### config.mk
export PLATFORM = sky130hd
export DESIGN_NAME = vram2_fetch_ctrl
export DESIGN_NICKNAME = d
export VERILOG_FILES = /design/src/rtl/vram2_fetch_ctrl.sv
export SDC_FILE = /design/constraint.sdc
export NUM_CORES = 1
export LEC_CHECK = 0
export ABC_AREA = 1
export CORE_UTILIZATION = 43
export DETAILED_ROUTE_END_ITERATION = 8
export PLACE_DENSITY = 0.73
export SYNTH_ARGS = -nofsm -noshare
export SYNTH_HDL_FRONTEND = slang
export SYNTH_SLANG_ARGS = --single-unit
### constraint.sdc
create_clock -name i_MCLK -period 2.7 [get_ports i_MCLK]
set_input_delay 0.27 -clock i_MCLK [delete_from_list [all_inputs] [get_ports i_MCLK]]
set_output_delay 0.27 -clock i_MCLK [all_outputs]
set_load 0.01 [all_outputs]
### src/rtl/vram2_fetch_ctrl.sv
`default_nettype none
// vram2_fetch_ctrl: VRAM2 tile-map line fetcher with CPU writes slotted between display reads.
// Revision 1.0
module vram2_fetch_ctrl #(
  parameter int TILES = 40
) (
  input  logic        i_MCLK,
  input  logic        i_RST,
  input  logic        i_HSTART,
  input  logic [7:0]  i_VPOS,
  input  logic [8:0]  i_SCROLLX,
  input  logic [7:0]  i_SCROLLY,
  input  logic        i_CPU_REQ,
  input  logic [11:0] i_CPU_ADDR,
  input  logic [7:0]  i_CPU_DATA,
  output logic        o_CPU_ACK,
  output logic [11:0] o_RAM_ADDR,
  output logic [7:0]  o_RAM_DOUT,
  input  logic [7:0]  i_RAM_DIN,
  output logic        o_RAM_WR_n,
  output logic        o_RAM_RD_n,
  output logic [7:0]  o_TILE_CODE,
  output logic [7:0]  o_TILE_ATTR,
  output logic [5:0]  o_TILE_IDX,
  output logic        o_TILE_VALID,
  output logic        o_BUSY
);

  typedef enum logic [2:0] {
    IDLE   = 3'd0,
    SLOT_A = 3'd1,
    SLOT_B = 3'd2,
    SLOT_C = 3'd3,
    DRAIN  = 3'd4
  } state_t;

  state_t     state;
  logic [4:0] row;
  logic [5:0] col;
  logic [5:0] tile;
  logic [7:0] code_q;
  logic [7:0] vsum;
  logic       last_tile;
  logic       unused_bits;

  assign vsum        = i_VPOS + i_SCROLLY;
  assign last_tile   = (tile == 6'(TILES - 1));
  assign unused_bits = ^{i_SCROLLX[2:0], vsum[2:0]};

  always_ff @(posedge i_MCLK or posedge i_RST) begin
    if (i_RST) begin
      state        <= IDLE;
      row          <= '0;
      col          <= '0;
      tile         <= '0;
      code_q       <= '0;
      o_CPU_ACK    <= 1'b0;
      o_RAM_ADDR   <= '0;
      o_RAM_DOUT   <= '0;
      o_RAM_WR_n   <= 1'b1;
      o_RAM_RD_n   <= 1'b1;
      o_TILE_CODE  <= '0;
      o_TILE_ATTR  <= '0;
      o_TILE_IDX   <= '0;
      o_TILE_VALID <= 1'b0;
      o_BUSY       <= 1'b0;
    end else begin
      o_RAM_RD_n   <= 1'b1;
      o_RAM_WR_n   <= 1'b1;
      o_CPU_ACK    <= 1'b0;
      o_TILE_VALID <= 1'b0;
      case (state)
        IDLE: begin
          if (i_HSTART) begin
            state      <= SLOT_A;
            tile       <= '0;
            row        <= vsum[7:3];
            col        <= i_SCROLLX[8:3];
            o_RAM_ADDR <= {vsum[7:3], i_SCROLLX[8:3], 1'b0};
            o_RAM_RD_n <= 1'b0;
            o_BUSY     <= 1'b1;
          end else if (i_CPU_REQ && !o_CPU_ACK) begin
            // Skipping the cycle right after an ack keeps a still-held REQ from writing twice.
            o_RAM_ADDR <= i_CPU_ADDR;
            o_RAM_DOUT <= i_CPU_DATA;
            o_RAM_WR_n <= 1'b0;
            o_CPU_ACK  <= 1'b1;
          end
        end
        SLOT_A: begin
          state      <= SLOT_B;
          o_RAM_ADDR <= {row, col, 1'b1};
          o_RAM_RD_n <= 1'b0;
        end
        SLOT_B: begin
          state  <= SLOT_C;
          code_q <= i_RAM_DIN;
          if (i_CPU_REQ) begin
            o_RAM_ADDR <= i_CPU_ADDR;
            o_RAM_DOUT <= i_CPU_DATA;
            o_RAM_WR_n <= 1'b0;
            o_CPU_ACK  <= 1'b1;
          end
        end
        SLOT_C: begin
          o_TILE_VALID <= 1'b1;
          o_TILE_CODE  <= code_q;
          o_TILE_ATTR  <= i_RAM_DIN;
          o_TILE_IDX   <= tile;
          tile         <= tile + 6'd1;
          if (last_tile) begin
            state <= DRAIN;
          end else begin
            state      <= SLOT_A;
            col        <= col + 6'd1;
            o_RAM_ADDR <= {row, col + 6'd1, 1'b0};
            o_RAM_RD_n <= 1'b0;
          end
        end
        DRAIN: begin
          state  <= IDLE;
          o_BUSY <= 1'b0;
        end
        default: state <= IDLE;
      endcase
    end
  end

endmodule
`default_nettype wire

; Word level (Yosys, flattened, before mapping)
; Index checks and enable logic that the tools add are counted.
[op_classes]
add_sub_neg = 3
eq_ne = 11
n_reduce_logical = 13
mux = 31
[ops]
columns = cell, n
row1 = two-way mux 12 bit, 4
row2 = one-hot mux 12 bit (4 select lines), 1
row3 = two-way mux 8 bit, 3
row4 = one-hot mux 6 bit (2 select lines), 2
row5 = two-way mux 6 bit, 3
row6 = one-hot mux 8 bit (2 select lines), 1
row7 = "adder 6 x 1 -> 6 bit, second input constant", 2
row8 = one-hot mux 3 bit (4 select lines), 1
row9 = two-way mux 1 bit, 10
row10 = "!= test 2 bit, second input constant", 5
row11 = adder 8 bit, 1
row12 = AND reduction 4 bit, 2
row13 = "equality test 3 x 2 -> 1 bit, second input constant", 2
row14 = "equality test 6 bit, second input constant", 1
row15 = two-way mux 3 bit, 2
row16 = one-hot mux 1 bit (2 select lines), 3
row17 = AND reduction 2 bit, 3
row18 = nonzero test 2 bit, 3
row19 = nonzero test 4 bit, 1
row20 = "equality test 3 x 1 -> 1 bit, second input constant", 1
row21 = "equality test 3 bit, second input constant", 1
row22 = zero test 3 bit, 1
row23 = "!= test 3 bit, second input constant", 1
row24 = one-hot mux 1 bit (3 select lines), 1
row25 = 3 further kinds, 3
[word_totals]
in_bits = 57
out_inout_bits = 47
word_cells = 73
ff_bits = 75

; Depth between registers and ports, before layout
[logic_depth]
ltp_word = 5
depth_mapped = 11
mapped_depth_nobuf = 11

; Worst setup path before layout
; No wires, ideal clock.
[synth_path]
path_type = flip-flop to flip-flop
from = reg tile[0]
to = reg col[2]
stages_incl_launch_ff = 10
t_arrival_ps = 1327
setup_slack_ps = 1244
cell_sequence = dfrtp_1 -> ha_1 -> nand2_1 -> nor2_1 -> nand2_1 -> nand2_1 -> nand2_1 -> buf_2 -> o21ai_0 -> o21ai_0
[synth_via]
elab_chain_len = 3
[synth_rtl]
columns = item, line_no
row1 = "start, declared", 40  ; logic [5:0] tile;
row2 = "start signal, assigned", 110  ; tile <= tile + 6'd1;
row3 = equality test 6 bit, 47  ; assign last_tile = (tile == 6'(TILES - 1));
row4 = != test 2 bit (no line), n/a
row5 = AND reduction 3 bit (no line), n/a
row6 = "end signal, assigned", 78  ; col <= i_SCROLLX[8:3];
row7 = "end signal, assigned", 115  ; col <= col + 6'd1;
row8 = "end, declared", 39  ; logic [5:0] col;
; Every way passes these cells.
; A chain may end at the register's enable or synchronous reset.

; Worst setup path in the final report
[layout_path]
from = reg state[2]
to = reg o_RAM_ADDR[5]
[layout_via]
elab_chain_len = 3
word_cells_on_any_way = 10
[layout_rtl]
columns = item, line_no
row1 = "start, declared", 37  ; state_t state;
row2 = "start signal, assigned", 52  ; state <= IDLE;
row3 = "start signal, assigned", 75  ; state <= SLOT_A;
row4 = "start signal, assigned", 91  ; state <= SLOT_B;
row5 = equality test 3 x 2 -> 1 bit (tied with other cells), 72  ; case (state)
row6 = nonzero test 4 bit (no line) (tied with other cells), n/a
row7 = AND reduction 4 bit (no line), n/a
row8 = "end signal, assigned", 79  ; o_RAM_ADDR <= {vsum[7:3], i_SCROLLX[8:3], 1'b0};
row9 = "end signal, assigned", 84  ; o_RAM_ADDR <= i_CPU_ADDR;
row10 = "end signal, assigned", 92  ; o_RAM_ADDR <= {row, col, 1'b1};
row11 = "end, declared", 17  ; output logic [11:0] o_RAM_ADDR,
; Parallel ways exist; a longest one is shown, timed or not.

==> impl_metrics.json <==
{
  "switching_power_mw": 2.11,
  "p_int_mw": 3.30,
  "die-height_um": 96.3,
  "postCtsResizedCells": 0,
  "clockRootBuffer": "sky130_fd_sc_hd__clkbuf_8",
  "syn2layout_area_growth_pct": 34.6,
  "critical_path.max_fanout": 25,
  "setup_violations": 0,
  "max-vdd-ir-drop_mv": 0.452,
  "cts.sink_count": 75,
  "mostFrequentLayoutCells": "sky130_fd_sc_hd__nand2_1 (173), sky130_fd_sc_hd__clkdlybuf4s50_1 (100), sky130_fd_sc_hd__dfrtp_1 (73)",
  "critical_path.reg2reg.endpoint": "o_RAM_ADDR[5]",
  "startpoint": "state[2]",
  "number_of_synthesized_register_bits": 75,
  "utilization_after_layout_pct": 59.3,
  "netlist_area_um2": 3820,
  "timing.hold.worst.class": "in2async",
  "cp-start-kind": "flip-flop",
  "dr_total_vias": 3380,
  "maxCapViolations": 0,
  "cellLeakagePower_nw": 2.53,
  "grt_setup_unrepaired": "false",
  "die-area_um2": 9270,
  "pwr-share-comb_pct": 45.6,
  "clkTransAtPathRegs_ns": 0.09,
  "synth.yosys.warnings": 0,
  "drt.antenna.violating_nets": 0,
  "place_hpwl_mm": 6.25,
  "critPathCaptureType": "flip-flop",
  "fin_worst_skew_ns": 0.0140,
  "power.share.clock_pct": 18.4,
  "timing.final.crit_period_ns": 1.78,
  "number_of_fillers_in_the_final_layout": 797,
  "timing.critical_path.arrival_ns": 2.03,
  "outcome": "finished, final reports clean",
  "place_congestion": 0.831,
  "cts_made_buffers": 9,
  "viasPerCell": 4.85,
  "timing.reg2reg.setup_slack_ns": 0.92,
  "final_slew_violations": 0,
  "cts_setup_buffers": 0,
  "max_freq_mhz": 561,
  "std_cell_rows": 34,
  "relSlewSlack_pct": 67.6,
  "final-hold-violation-count": 0,
  "port_buffers": 100,
  "n_antenna_cell": 0,
  "grt_util_all_layers_pct": 20.1,
  "totalWireLength_mm": 8.68,
  "floorplan.initialDensity_pct": 44.0,
  "grt_start_max_net_pins": 76,
  "crit_type": "reg2reg",
  "power_switching_share_pct": 39.0,
  "die_x_extent_um": 96.3,
  "wl_per_cell_um": 12.5,
  "min_period_over_period_pct": 66.0,
  "fin_setup_tns_ns": 0,
  "antenna_violations_before_repair": 0,
  "powerDensity_nw_per_um2": 1050,
  "io_pins": 104,
  "post_synth_inst_count": 483,
  "synth.lib_cells_used.distinct": 39,
  "overflow": 0,
  "critPathRequiredTime_ns": 2.95,
  "first_pass_iters": 4,
  "final_layout_size_suffix_gt1_share_pct": 7.81,
  "synth_sequential_area_ratio_pct": 49.2,
  "layout_commonest_cell": "sky130_fd_sc_hd__nand2_1",
  "grt_pass1_vias": 3172,
  "clk_latency_ns": 0.36,
  "detailedRoute.firstIterationViolations": 150,
  "detail_route.drc_violations": 0,
  "post_cts_hold_buffer_count": 0,
  "post_synth.cell_area_avg_um2": 7.91,
  "tritoncts": "yes",
  "register_to_register_path_depth": 8,
  "worstReg2RegStart": "state[2]",
  "max_slew.worst_pin.slew_ns": 0.486,
  "core_um2": 8680,
  "cts_max_path_buffers": 2,
  "grt_first_pass_wirelength_mm": 14.3,
  "finalNetCount": 649,
  "cts_max_level": 3,
  "mappedNetlistNets": 548,
  "power_frac_seq_pct": 36.1
}
==> metal layers <==
metal  up-vias  routed length (µm)  global-route usage (%)  part of all wire [%]
met5         -                   0                       0                     0
met4         0                 131                    7.59                   1.5
met3        11                 514                    5.21                   5.9
met2        92                4210                    31.7                    48
met1      1547                3830                    26.5                    44
li1       1730                   -                       -                     -
==> cells in the mapped netlist <==
master / number / area share (%)
sky130_fd_sc_hd__nand4_1: 4 / 0.65
sky130_fd_sc_hd__nor2_1: 20 / 2.0
sky130_fd_sc_hd__or3_4: 1 / 0.29
sky130_fd_sc_hd__dfstp_2: 2 / 1.4
sky130_fd_sc_hd__o211ai_1: 5 / 0.98
sky130_fd_sc_hd__a21boi_0: 1 / 0.20
sky130_fd_sc_hd__o21ai_2: 1 / 0.23
sky130_fd_sc_hd__o2111ai_1: 1 / 0.23
sky130_fd_sc_hd__o21ai_1: 1 / 0.13
sky130_fd_sc_hd__o21ai_0: 43 / 5.6
sky130_fd_sc_hd__nand3_4: 2 / 0.92
sky130_fd_sc_hd__nand3_1: 21 / 2.8
sky130_fd_sc_hd__nand2_4: 1 / 0.29
sky130_fd_sc_hd__o21a_1: 2 / 0.39
sky130_fd_sc_hd__buf_2: 5 / 0.65
sky130_fd_sc_hd__o21bai_1: 2 / 0.39
sky130_fd_sc_hd__a211oi_1: 2 / 0.39
sky130_fd_sc_hd__o22ai_1: 3 / 0.49
sky130_fd_sc_hd__a21boi_1: 1 / 0.20
sky130_fd_sc_hd__xnor2_1: 1 / 0.23
sky130_fd_sc_hd__a211o_1: 1 / 0.23
sky130_fd_sc_hd__nand2_2: 1 / 0.16
sky130_fd_sc_hd__inv_1: 61 / 6.0
sky130_fd_sc_hd__nor2_4: 1 / 0.29
sky130_fd_sc_hd__a31oi_1: 3 / 0.49
sky130_fd_sc_hd__nor2_2: 5 / 0.82
sky130_fd_sc_hd__xor2_1: 1 / 0.23
sky130_fd_sc_hd__dfrtp_1: 73 / 48
sky130_fd_sc_hd__nor3_1: 1 / 0.13
sky130_fd_sc_hd__nand2_1: 173 / 17
sky130_fd_sc_hd__inv_4: 3 / 0.49
sky130_fd_sc_hd__clkbuf_1: 6 / 0.59
sky130_fd_sc_hd__ha_1: 8 / 2.6
sky130_fd_sc_hd__a21oi_1: 14 / 1.8
sky130_fd_sc_hd__or2_2: 3 / 0.49
sky130_fd_sc_hd__buf_6: 4 / 1.2
sky130_fd_sc_hd__nand4_4: 1 / 0.56
sky130_fd_sc_hd__o31ai_1: 2 / 0.39
sky130_fd_sc_hd__inv_2: 3 / 0.29
==> critical path: stages (launching register included) <==
cell and delay, ns:
sky130_fd_sc_hd__dfrtp_1 0.43, sky130_fd_sc_hd__inv_2 0.18, sky130_fd_sc_hd__nand3_4 0.10, sky130_fd_sc_hd__inv_4 0.24, sky130_fd_sc_hd__nand3_4 0.13, sky130_fd_sc_hd__nand4_4 0.25, sky130_fd_sc_hd__inv_1 0.16, sky130_fd_sc_hd__o21ai_0 0.11
sky130_fd_sc_hd__nand2_1 0.07
==> worst max-delay path by stage <==
stage,endpoint,depth (start not counted)
3_3_place_gp,o_RAM_ADDR[5],8
5_1_grt,o_RAM_ADDR[5],8
6_report,o_RAM_ADDR[5],8
2_1_floorplan,code_q[0],1
3_5_place_dp,o_RAM_ADDR[5],8
4_1_cts,o_RAM_ADDR[5],8
==> per-stage QoR <==
stage	power, mW	setup WS, ns	hold slack (ns)	cell area [µm²]	instances
3_3_place_gp	4.37	0.781	0.451	4910	681
6_report	5.41	0.918	0.291	5140	697
3_5_place_dp	4.45	0.748	0.458	4910	681
2_1_floorplan	3.43	0.523	0.387	3820	483
5_1_grt	5.88	0.742	0.365	5140	697
4_1_cts	5.47	0.902	0.331	5140	697
==> logic make-up (layout without fill, tap and decap cells) <==
family,after synthesis,count (layout),share of synthesized area [%]
and+or+nand+nor,234,234,26.3
AOI/OAI and AO/OA,82,82,12.2
buffers and inverters,82,188,9.20
DFF,75,75,49.2
adders and majority gates,8,8,2.62
xor gates and xnor gates,2,2,0.458
==> sequential cells by signal, summed over array words and instances, names as in the netlist <==
name and flops:
code_q 8, col 6, o_BUSY 1, o_CPU_ACK 1, o_RAM_ADDR 12, o_RAM_DOUT 8, o_RAM_RD_n 1, o_RAM_WR_n 1
o_TILE_ATTR 8, o_TILE_CODE 8, o_TILE_IDX 6, o_TILE_VALID 1, row 5, state 3, tile 6
==> final cells by class <==
class | count | area (µm²) | area share, %
flip-flops and latches | 75 | 1880 | 36.5
multi-input cells | 326 | 1590 | 30.9
repair buffers | 105 | 1050 | 20.4
inverters | 67 | 259 | 5.04
well taps | 108 | 135 | 2.63
clock buffers | 9 | 124 | 2.41
clock inverters | 7 | 105 | 2.04
==> power by group through the flow <==
stage	Combinational [mW]	Sequential, mW	Clock, mW
after floorplan	1.39	2.05	0
after global placement	2.42	1.95	0
after detailed placement	2.48	1.97	0
after CTS	2.49	1.95	1.02
after global routing	2.78	2.02	1.08
final	2.47	1.95	0.995
(Power assumes the default switching activity.)
